===== config.mk =====
export PLATFORM = sky130hd
export DESIGN_NAME = mem_port_arbiter_flat
export DESIGN_NICKNAME = d
export VERILOG_FILES = /design/src/rtl/mem_port_arbiter_if.sv /design/src/rtl/mem_port_arbiter.sv /design/src/flat_wrapper.sv
export SDC_FILE = /design/constraint.sdc
export NUM_CORES = 1
export LEC_CHECK = 0
export CAP_MARGIN = 20
export CORE_MARGIN = 4
export CORE_UTILIZATION = 25
export CTS_BUF_LIST = sky130_fd_sc_hd__clkbuf_2
export CTS_CLUSTER_SIZE = 28
export DETAILED_ROUTE_END_ITERATION = 16
export GPL_ROUTABILITY_DRIVEN = 0
export HOLD_SLACK_MARGIN = 0.08
export SLEW_MARGIN = 40
export SYNTH_ARGS = -nofsm -noshare
export SYNTH_HDL_FRONTEND = slang
export SYNTH_SLANG_ARGS = --single-unit
export TNS_END_PERCENT = 5

===== constraint.sdc =====
create_clock -name clk -period 3.2 [get_ports clk]
set_clock_uncertainty 0.1 [all_clocks]
set_input_delay 0.8 -clock clk [delete_from_list [all_inputs] [get_ports clk]]
set_output_delay 0.8 -clock clk [all_outputs]
set_load 0.005 [all_outputs]

===== src/rtl/mem_port_arbiter_if.sv =====
// Bus bundle shared by the two requesters, the arbiter and the RAM macro.
// The arbiter takes the slave view: it receives requests and drives the RAM.
// The requester/RAM side (CPU, loader, RAM model) takes the master view.
interface mem_port_arbiter_if #(
   parameter int AW = 16,
   parameter int DW = 32
);

   // Port A: CPU fetch/load/store
   logic          a_req;
   logic          a_we;
   logic [AW-1:0] a_addr;
   logic [DW-1:0] a_wdata;
   logic          a_gnt;
   logic          a_rvalid;
   logic [DW-1:0] a_rdata;

   // Port B: program loader / debug host
   logic          b_req;
   logic          b_we;
   logic [AW-1:0] b_addr;
   logic [DW-1:0] b_wdata;
   logic          b_hold;
   logic          b_gnt;
   logic          b_rvalid;
   logic [DW-1:0] b_rdata;

   // CPU freeze request
   logic          cpu_halt;

   // Single-port synchronous RAM
   logic [AW-1:0] ram_addr;
   logic [DW-1:0] ram_data;
   logic          ram_wren;
   logic [DW-1:0] ram_q;

   modport slave (
      input  a_req, a_we, a_addr, a_wdata,
      output a_gnt, a_rvalid, a_rdata,
      input  b_req, b_we, b_addr, b_wdata, b_hold,
      output b_gnt, b_rvalid, b_rdata,
      output cpu_halt,
      output ram_addr, ram_data, ram_wren,
      input  ram_q
   );

   modport master (
      output a_req, a_we, a_addr, a_wdata,
      input  a_gnt, a_rvalid, a_rdata,
      output b_req, b_we, b_addr, b_wdata, b_hold,
      input  b_gnt, b_rvalid, b_rdata,
      input  cpu_halt,
      input  ram_addr, ram_data, ram_wren,
      output ram_q
   );

endinterface


===== src/rtl/mem_port_arbiter.sv =====
// Two-port round-robin arbiter in front of one single-port synchronous RAM.
// Port A is the CPU, port B the program loader / debug host.  One access is
// granted per cycle; reads return one cycle later, tagged with the owner
// recorded at grant time.  Port B can take exclusive ownership through
// b_hold, which drains any CPU read in flight and then freezes the CPU.
module mem_port_arbiter #(
   parameter int AW = 16,
   parameter int DW = 32
) (
   input logic               clk,
   input logic               rst_n,
   mem_port_arbiter_if.slave bus
);

   typedef enum logic [1:0] {
      FREE   = 2'd0,
      DRAIN  = 2'd1,
      LOCKED = 2'd2
   } hold_state_t;

   typedef enum logic {
      OWNER_A = 1'b0,
      OWNER_B = 1'b1
   } owner_t;

   hold_state_t   hold_state;
   owner_t        last_owner;

   logic          a_allowed;
   logic          a_pick;
   logic          b_pick;
   logic          a_gnt;
   logic          b_gnt;
   logic          a_read_issue;

   logic [AW-1:0] addr_q;
   logic [DW-1:0] data_q;
   logic          a_rvalid_q;
   logic          b_rvalid_q;
   logic          cpu_halt_q;

   // Arbitration decision: port A only competes while the bus is FREE; on
   // a tie the port that did not win last time gets the slot.
   always_comb begin
      a_allowed = (hold_state == FREE);
      a_pick    = 1'b0;
      b_pick    = 1'b0;
      if (a_allowed && bus.a_req && bus.b_req) begin
         if (last_owner == OWNER_A) begin
            b_pick = 1'b1;
         end else begin
            a_pick = 1'b1;
         end
      end else if (a_allowed && bus.a_req) begin
         a_pick = 1'b1;
      end else if (bus.b_req) begin
         b_pick = 1'b1;
      end
   end

   // Grants are squashed while reset is asserted so nothing reaches the RAM.
   assign a_gnt        = a_pick & rst_n;
   assign b_gnt        = b_pick & rst_n;
   assign a_read_issue = a_gnt & ~bus.a_we;

   assign bus.a_gnt    = a_gnt;
   assign bus.b_gnt    = b_gnt;

   // RAM drive: the granted port passes straight through in the grant cycle;
   // otherwise the address/data of the last grant are replayed from a
   // register so the RAM pins never glitch back to zero between accesses.
   always_comb begin
      bus.ram_addr = addr_q;
      bus.ram_data = data_q;
      bus.ram_wren = 1'b0;
      if (a_gnt) begin
         bus.ram_addr = bus.a_addr;
         bus.ram_data = bus.a_wdata;
         bus.ram_wren = bus.a_we;
      end else if (b_gnt) begin
         bus.ram_addr = bus.b_addr;
         bus.ram_data = bus.b_wdata;
         bus.ram_wren = bus.b_we;
      end
   end

   // Owner history, replay registers and read-return tags.  The tag is set
   // at grant, so the RAM output one cycle later is steered to the right port.
   always_ff @(posedge clk or negedge rst_n) begin
      if (!rst_n) begin
         last_owner <= OWNER_B;
         addr_q     <= '0;
         data_q     <= '0;
         a_rvalid_q <= 1'b0;
         b_rvalid_q <= 1'b0;
      end else begin
         if (a_gnt) begin
            last_owner <= OWNER_A;
            addr_q     <= bus.a_addr;
            data_q     <= bus.a_wdata;
         end else if (b_gnt) begin
            last_owner <= OWNER_B;
            addr_q     <= bus.b_addr;
            data_q     <= bus.b_wdata;
         end
         a_rvalid_q <= a_read_issue;
         b_rvalid_q <= b_gnt & ~bus.b_we;
      end
   end

   // Hold state machine with registered cpu_halt.  The only CPU read that can
   // still be in flight on entry to DRAIN is one granted in the last FREE
   // cycle; its data is returned during the DRAIN cycle, and since A cannot
   // be granted in DRAIN the pipe is empty after that edge.
   always_ff @(posedge clk or negedge rst_n) begin
      if (!rst_n) begin
         hold_state <= FREE;
         cpu_halt_q <= 1'b0;
      end else begin
         case (hold_state)
            FREE: begin
               if (bus.b_hold) begin
                  hold_state <= DRAIN;
                  cpu_halt_q <= 1'b1;
               end
            end
            DRAIN: begin
               if (!bus.b_hold) begin
                  hold_state <= FREE;
                  cpu_halt_q <= 1'b0;
               end else if (!a_read_issue) begin
                  hold_state <= LOCKED;
                  cpu_halt_q <= 1'b1;
               end
            end
            LOCKED: begin
               if (!bus.b_hold) begin
                  hold_state <= FREE;
                  cpu_halt_q <= 1'b0;
               end
            end
            default: begin
               hold_state <= FREE;
               cpu_halt_q <= 1'b0;
            end
         endcase
      end
   end

   // Read return: RAM output is shown only to the tagged owner, zero otherwise.
   assign bus.a_rvalid = a_rvalid_q;
   assign bus.b_rvalid = b_rvalid_q;
   assign bus.a_rdata  = a_rvalid_q ? bus.ram_q : '0;
   assign bus.b_rdata  = b_rvalid_q ? bus.ram_q : '0;
   assign bus.cpu_halt = cpu_halt_q;

endmodule


===== src/flat_wrapper.sv =====
// flat-port wrapper written by rule: the top's interface ports become plain ports
module mem_port_arbiter_flat 
#(
   parameter int AW = 16,
   parameter int DW = 32
)
  (clk, rst_n, bus_a_req, bus_a_we, bus_a_addr, bus_a_wdata, bus_a_gnt, bus_a_rvalid, bus_a_rdata, bus_b_req, bus_b_we, bus_b_addr, bus_b_wdata, bus_b_hold, bus_b_gnt, bus_b_rvalid, bus_b_rdata, bus_cpu_halt, bus_ram_addr, bus_ram_data, bus_ram_wren, bus_ram_q);
  mem_port_arbiter_if #(.AW(AW), .DW(DW)) bus_i ();
  input logic clk;
  input logic rst_n;
  input wire logic [$bits(bus_i.a_req)-1:0] bus_a_req;
  input wire logic [$bits(bus_i.a_we)-1:0] bus_a_we;
  input wire logic [$bits(bus_i.a_addr)-1:0] bus_a_addr;
  input wire logic [$bits(bus_i.a_wdata)-1:0] bus_a_wdata;
  output wire logic [$bits(bus_i.a_gnt)-1:0] bus_a_gnt;
  output wire logic [$bits(bus_i.a_rvalid)-1:0] bus_a_rvalid;
  output wire logic [$bits(bus_i.a_rdata)-1:0] bus_a_rdata;
  input wire logic [$bits(bus_i.b_req)-1:0] bus_b_req;
  input wire logic [$bits(bus_i.b_we)-1:0] bus_b_we;
  input wire logic [$bits(bus_i.b_addr)-1:0] bus_b_addr;
  input wire logic [$bits(bus_i.b_wdata)-1:0] bus_b_wdata;
  input wire logic [$bits(bus_i.b_hold)-1:0] bus_b_hold;
  output wire logic [$bits(bus_i.b_gnt)-1:0] bus_b_gnt;
  output wire logic [$bits(bus_i.b_rvalid)-1:0] bus_b_rvalid;
  output wire logic [$bits(bus_i.b_rdata)-1:0] bus_b_rdata;
  output wire logic [$bits(bus_i.cpu_halt)-1:0] bus_cpu_halt;
  output wire logic [$bits(bus_i.ram_addr)-1:0] bus_ram_addr;
  output wire logic [$bits(bus_i.ram_data)-1:0] bus_ram_data;
  output wire logic [$bits(bus_i.ram_wren)-1:0] bus_ram_wren;
  input wire logic [$bits(bus_i.ram_q)-1:0] bus_ram_q;
  assign bus_i.a_req = bus_a_req;
  assign bus_i.a_we = bus_a_we;
  assign bus_i.a_addr = bus_a_addr;
  assign bus_i.a_wdata = bus_a_wdata;
  assign bus_a_gnt = bus_i.a_gnt;
  assign bus_a_rvalid = bus_i.a_rvalid;
  assign bus_a_rdata = bus_i.a_rdata;
  assign bus_i.b_req = bus_b_req;
  assign bus_i.b_we = bus_b_we;
  assign bus_i.b_addr = bus_b_addr;
  assign bus_i.b_wdata = bus_b_wdata;
  assign bus_i.b_hold = bus_b_hold;
  assign bus_b_gnt = bus_i.b_gnt;
  assign bus_b_rvalid = bus_i.b_rvalid;
  assign bus_b_rdata = bus_i.b_rdata;
  assign bus_cpu_halt = bus_i.cpu_halt;
  assign bus_ram_addr = bus_i.ram_addr;
  assign bus_ram_data = bus_i.ram_data;
  assign bus_ram_wren = bus_i.ram_wren;
  assign bus_i.ram_q = bus_ram_q;
  mem_port_arbiter #(.AW(AW), .DW(DW)) u_core (.clk(clk), .rst_n(rst_n), .bus(bus_i));
endmodule

==> summary.txt <==
STA
  • Period utilization: 1.02
  • Final Worst Setup Slack: -0.0646 ns
  • Max-slew violations: 0
  • Hold slack: 0.290 ns
  • Post-layout min period: 3.26 ns
  • Max_slew headroom: 0.355
  • RSZ-0062 raised after global routing: yes
  • Tightest Pin Transition: 0.968 ns
  • Final setup fails: 42
  • Final Hold Viols: 0
  • Maximum clock frequency: 306 MHz

Worst setup path
  • CP max-delay cell: dfrtp_1
  • CP max FO: 7
  • Setup crit end kind: output port
  • R2R Setup Slk: 1.11 ns
  • Max stage delay on crit path: 0.44 ns
  • WP data required: 2.30 ns
  • Worst reg2reg path depth: 7
  • Crit-path cells: or3b_4, or3_4, buf_12, buf_16, a31oi_4, buf_2
  • WS Path Type: reg -> out
  • Worst EP arrival: 2.36 ns
  • Worst Setup Start Kind: flip-flop
  • R2R Path Start: u_core.hold_state[1]
  • R2R Path End: u_core.data_q[1]

Routing
  • Wire length on met1: 6.34 mm
  • Drt first pass iters: 6
  • Met2 WL: 9.00 mm
  • Met3 WL: 1.60 mm
  • Wire per inst: 21.0 um
  • Drt drc: 0
  • Top Metal Used: met4
  • Initial DRC count: 146
  • Via density: 5.31
  • Vias: 4374
  • Detail Route Antenna Nets: 0
  • Final wirelength: 17.3 mm

Yosys
  • Post-synthesis sequential element count: 54
  • Syn nets: 520
  • Sequential share of the synthesized area: 0.414
  • Synthesized area: 0.00327 mm2
  • Yosys cell types: 26
  • Synth warnings: 0
  • Mapped Cells: 385
  • Avg Inst Size Synth: 8.49 um2

Cells and area
  • Area occupied by multi-input gates: 0.00273 mm2
  • Fraction of layout cells with a size suffix above 1: 0.337
  • Fillers: 1179
  • Nets@finish: 784
  • Register area: 0.00135 mm2
  • Synth-to-Final Area Change: 124%
  • Final Instance Count excl. Fillers: 824

Floorplanning
  • DIE AREA: 0.0150 mm2
  • Die H: 122 um
  • Io pins: 253
  • Cell Rows: 41
  • CORE AREA: 0.0127 mm2
  • Starting density of the core: 0.257
  • Die X: 122 um

Power
  • Net Sw Power: 0.00118 W
  • Comb pwr share: 0.600
  • Internal power: 0.00193 W
  • Leakage power: 2.59 nW
  • Reg power frac: 0.310
  • Pwr/cell area: 426 mW/mm2
  • Net Sw Frac: 0.380
  • Maximum vdd drop: 0.214 mV
  • Clock power share: 0.090

Job
  • Number of max-cap violations: 0

Clocking
  • Longest Clk Path Bufs: 2
  • Clk_lat worst skew: 0.46 ns
  • CTS tree: done
  • Clk sink count: 54
  • H-tree depth: 2
  • CTS clock-pin slew for the worst setup and hold paths: 0.28 ns
  • Clk root buf: clkbuf_2
  • Cts bufs inserted: 5

Global routing
  • Vias in the first global route: 4581
  • Gr usage total: 0.220
  • Wire length of the first global-routing pass: 25.8 mm
  • Initial antenna violation count: 2
  • Largest net degree at the start of global routing: 68
  • Global route overflow: 0

Outcome
  • Status: complete, but fails checks
  • Failing checks: setup timing

Place
  • Port Buffers: 252
  • Detailed Place HPWL: 11.1 mm
  • Cell count after placement: 799

Min path
  • Hold Path Class: in -> async
==> cells in the mapped netlist <==
master,n,area (um2)
or3b_1,1,8.76
nor2b_1,2,12.5
clkbuf_1,48,180
nand4_1,48,300
a31oi_1,48,300
nor2_1,3,11.3
nand4bb_1,1,11.3
or3_1,1,6.26
xor2_1,1,8.76
nor3_1,1,5.00
nor3b_1,1,7.51
dfstp_2,1,26.3
buf_2,1,5.00
maj3_1,1,10.0
nor4_1,48,300
buf_1,1,3.75
nand2_1,1,3.75
and4bb_2,1,12.5
a21oi_1,1,5.00
inv_1,2,7.51
o21ai_0,48,240
buf_6,5,56.3
clkinv_2,1,5.00
dfrtp_1,53,1330
and2_1,65,407
a22o_1,1,8.76
==> registers in the layout, summed over array words and instances, names as in the netlist <==
register	cells
u_core.data_q	32
u_core.addr_q	16
u_core.hold_state	2
u_core.bus.a_rvalid	1
u_core.bus.b_rvalid	1
u_core.bus.cpu_halt	1
u_core.last_owner	1
==> cells by family after synthesis <==
logic type / after synthesis / synth area share
compound gates: 98 / 0.170
buf+inv: 58 / 0.0788
xor+xnor: 1 / 0.00268
flops: 54 / 0.414
fa+ha+maj: 1 / 0.00306
simple gates: 173 / 0.332
==> layer usage <==
layer  vias to the layer above  track usage
li1                       1989            -
met1                      2140        0.252
met2                       219        0.402
met3                        26       0.0618
met4                         0       0.0574
met5                         -            0
==> critical path: cells and delay by family (launching register included) <==
family                 cells  cell delay, ns
and+or+nand+nor            2            0.81
buffers and inverters      3            0.48
DFF                        1            0.44
AOI/OAI and AO/OA          1            0.16
==> cell usage in the layout (no fill, tap or decap), drive strengths merged <==
| cell type | instances |
|---|---|
| nor2b | 2 |
| or3 | 1 |
| nor2 | 3 |
| maj3 | 1 |
| xor2 | 1 |
| clkinv | 4 |
| nand2 | 1 |
| dfstp | 1 |
| clkbuf | 7 |
| and2 | 65 |
| a21oi | 1 |
| clkdlybuf4s50 | 198 |
| inv | 1 |
| or3b | 1 |
| nor3b | 1 |
| nand4 | 48 |
| o21ai | 48 |
| nor3 | 1 |
| diode | 2 |
| a31oi | 48 |
| nand4bb | 1 |
| a22o | 1 |
| buf | 113 |
| and4bb | 1 |
| nor4 | 48 |
| dfrtp | 53 |
==> what timing repair did <==
item                       in CTS  in global routing
pin swaps                       7                  6
cloned                          6                  0
hold buffers                    0                  0
buffers inserted                8                  1
setup endpoints to repair      51                 51
resized for setup             312                 56
==> power groups by stage <==
stage,combinational (W),sequential [W],clock [W]
finish,0.00187,0.000964,0.000281
global route,0.00199,0.000984,0.000317
CTS,0.00175,0.000960,0.000294
detailed placement,0.00150,0.000977,0
global placement,0.00149,0.000966,0
floorplan,0.000523,0.000948,0
==> worst max-delay path by stage <==
stage,cells after the start,endpoint,start
finish,6,bus_ram_data[13],u_core.hold_state[1]
detailed placement,6,bus_ram_data[30],bus_a_req
global route,6,bus_ram_data[29],u_core.hold_state[1]
global placement,6,bus_ram_data[30],bus_a_req
floorplan,6,bus_ram_addr[0],bus_a_req
CTS,6,bus_ram_data[30],u_core.hold_state[1]
==> stage by stage <==
step / TNS (ns) / utilization / power (W) / setup slack [ns] / cell area [um2]
after global placement: -45.31 / 0.486 / 0.00245 / -0.998 / 6180
final: -1.47 / 0.574 / 0.00311 / -0.0646 / 7310
after floorplan: 0 / - / 0.00147 / 0.258 / 3270
after CTS: -3.83 / 0.545 / 0.00301 / -0.147 / 6930
after detailed placement: -45.99 / 0.486 / 0.00248 / -1.01 / 6180
after global routing: -7.63 / 0.574 / 0.00329 / -0.196 / 7310
==> area by class of cell <==
class / instances / area share
timing repair buffer: 312 / 0.404
multi-input combinational: 273 / 0.373
sequential: 54 / 0.185
tap: 172 / 0.0294
clock buffer: 6 / 0.00411
inverter: 3 / 0.00171
clock inverter: 2 / 0.00120
antenna: 2 / 0.000685
(Power assumes the default switching activity.)
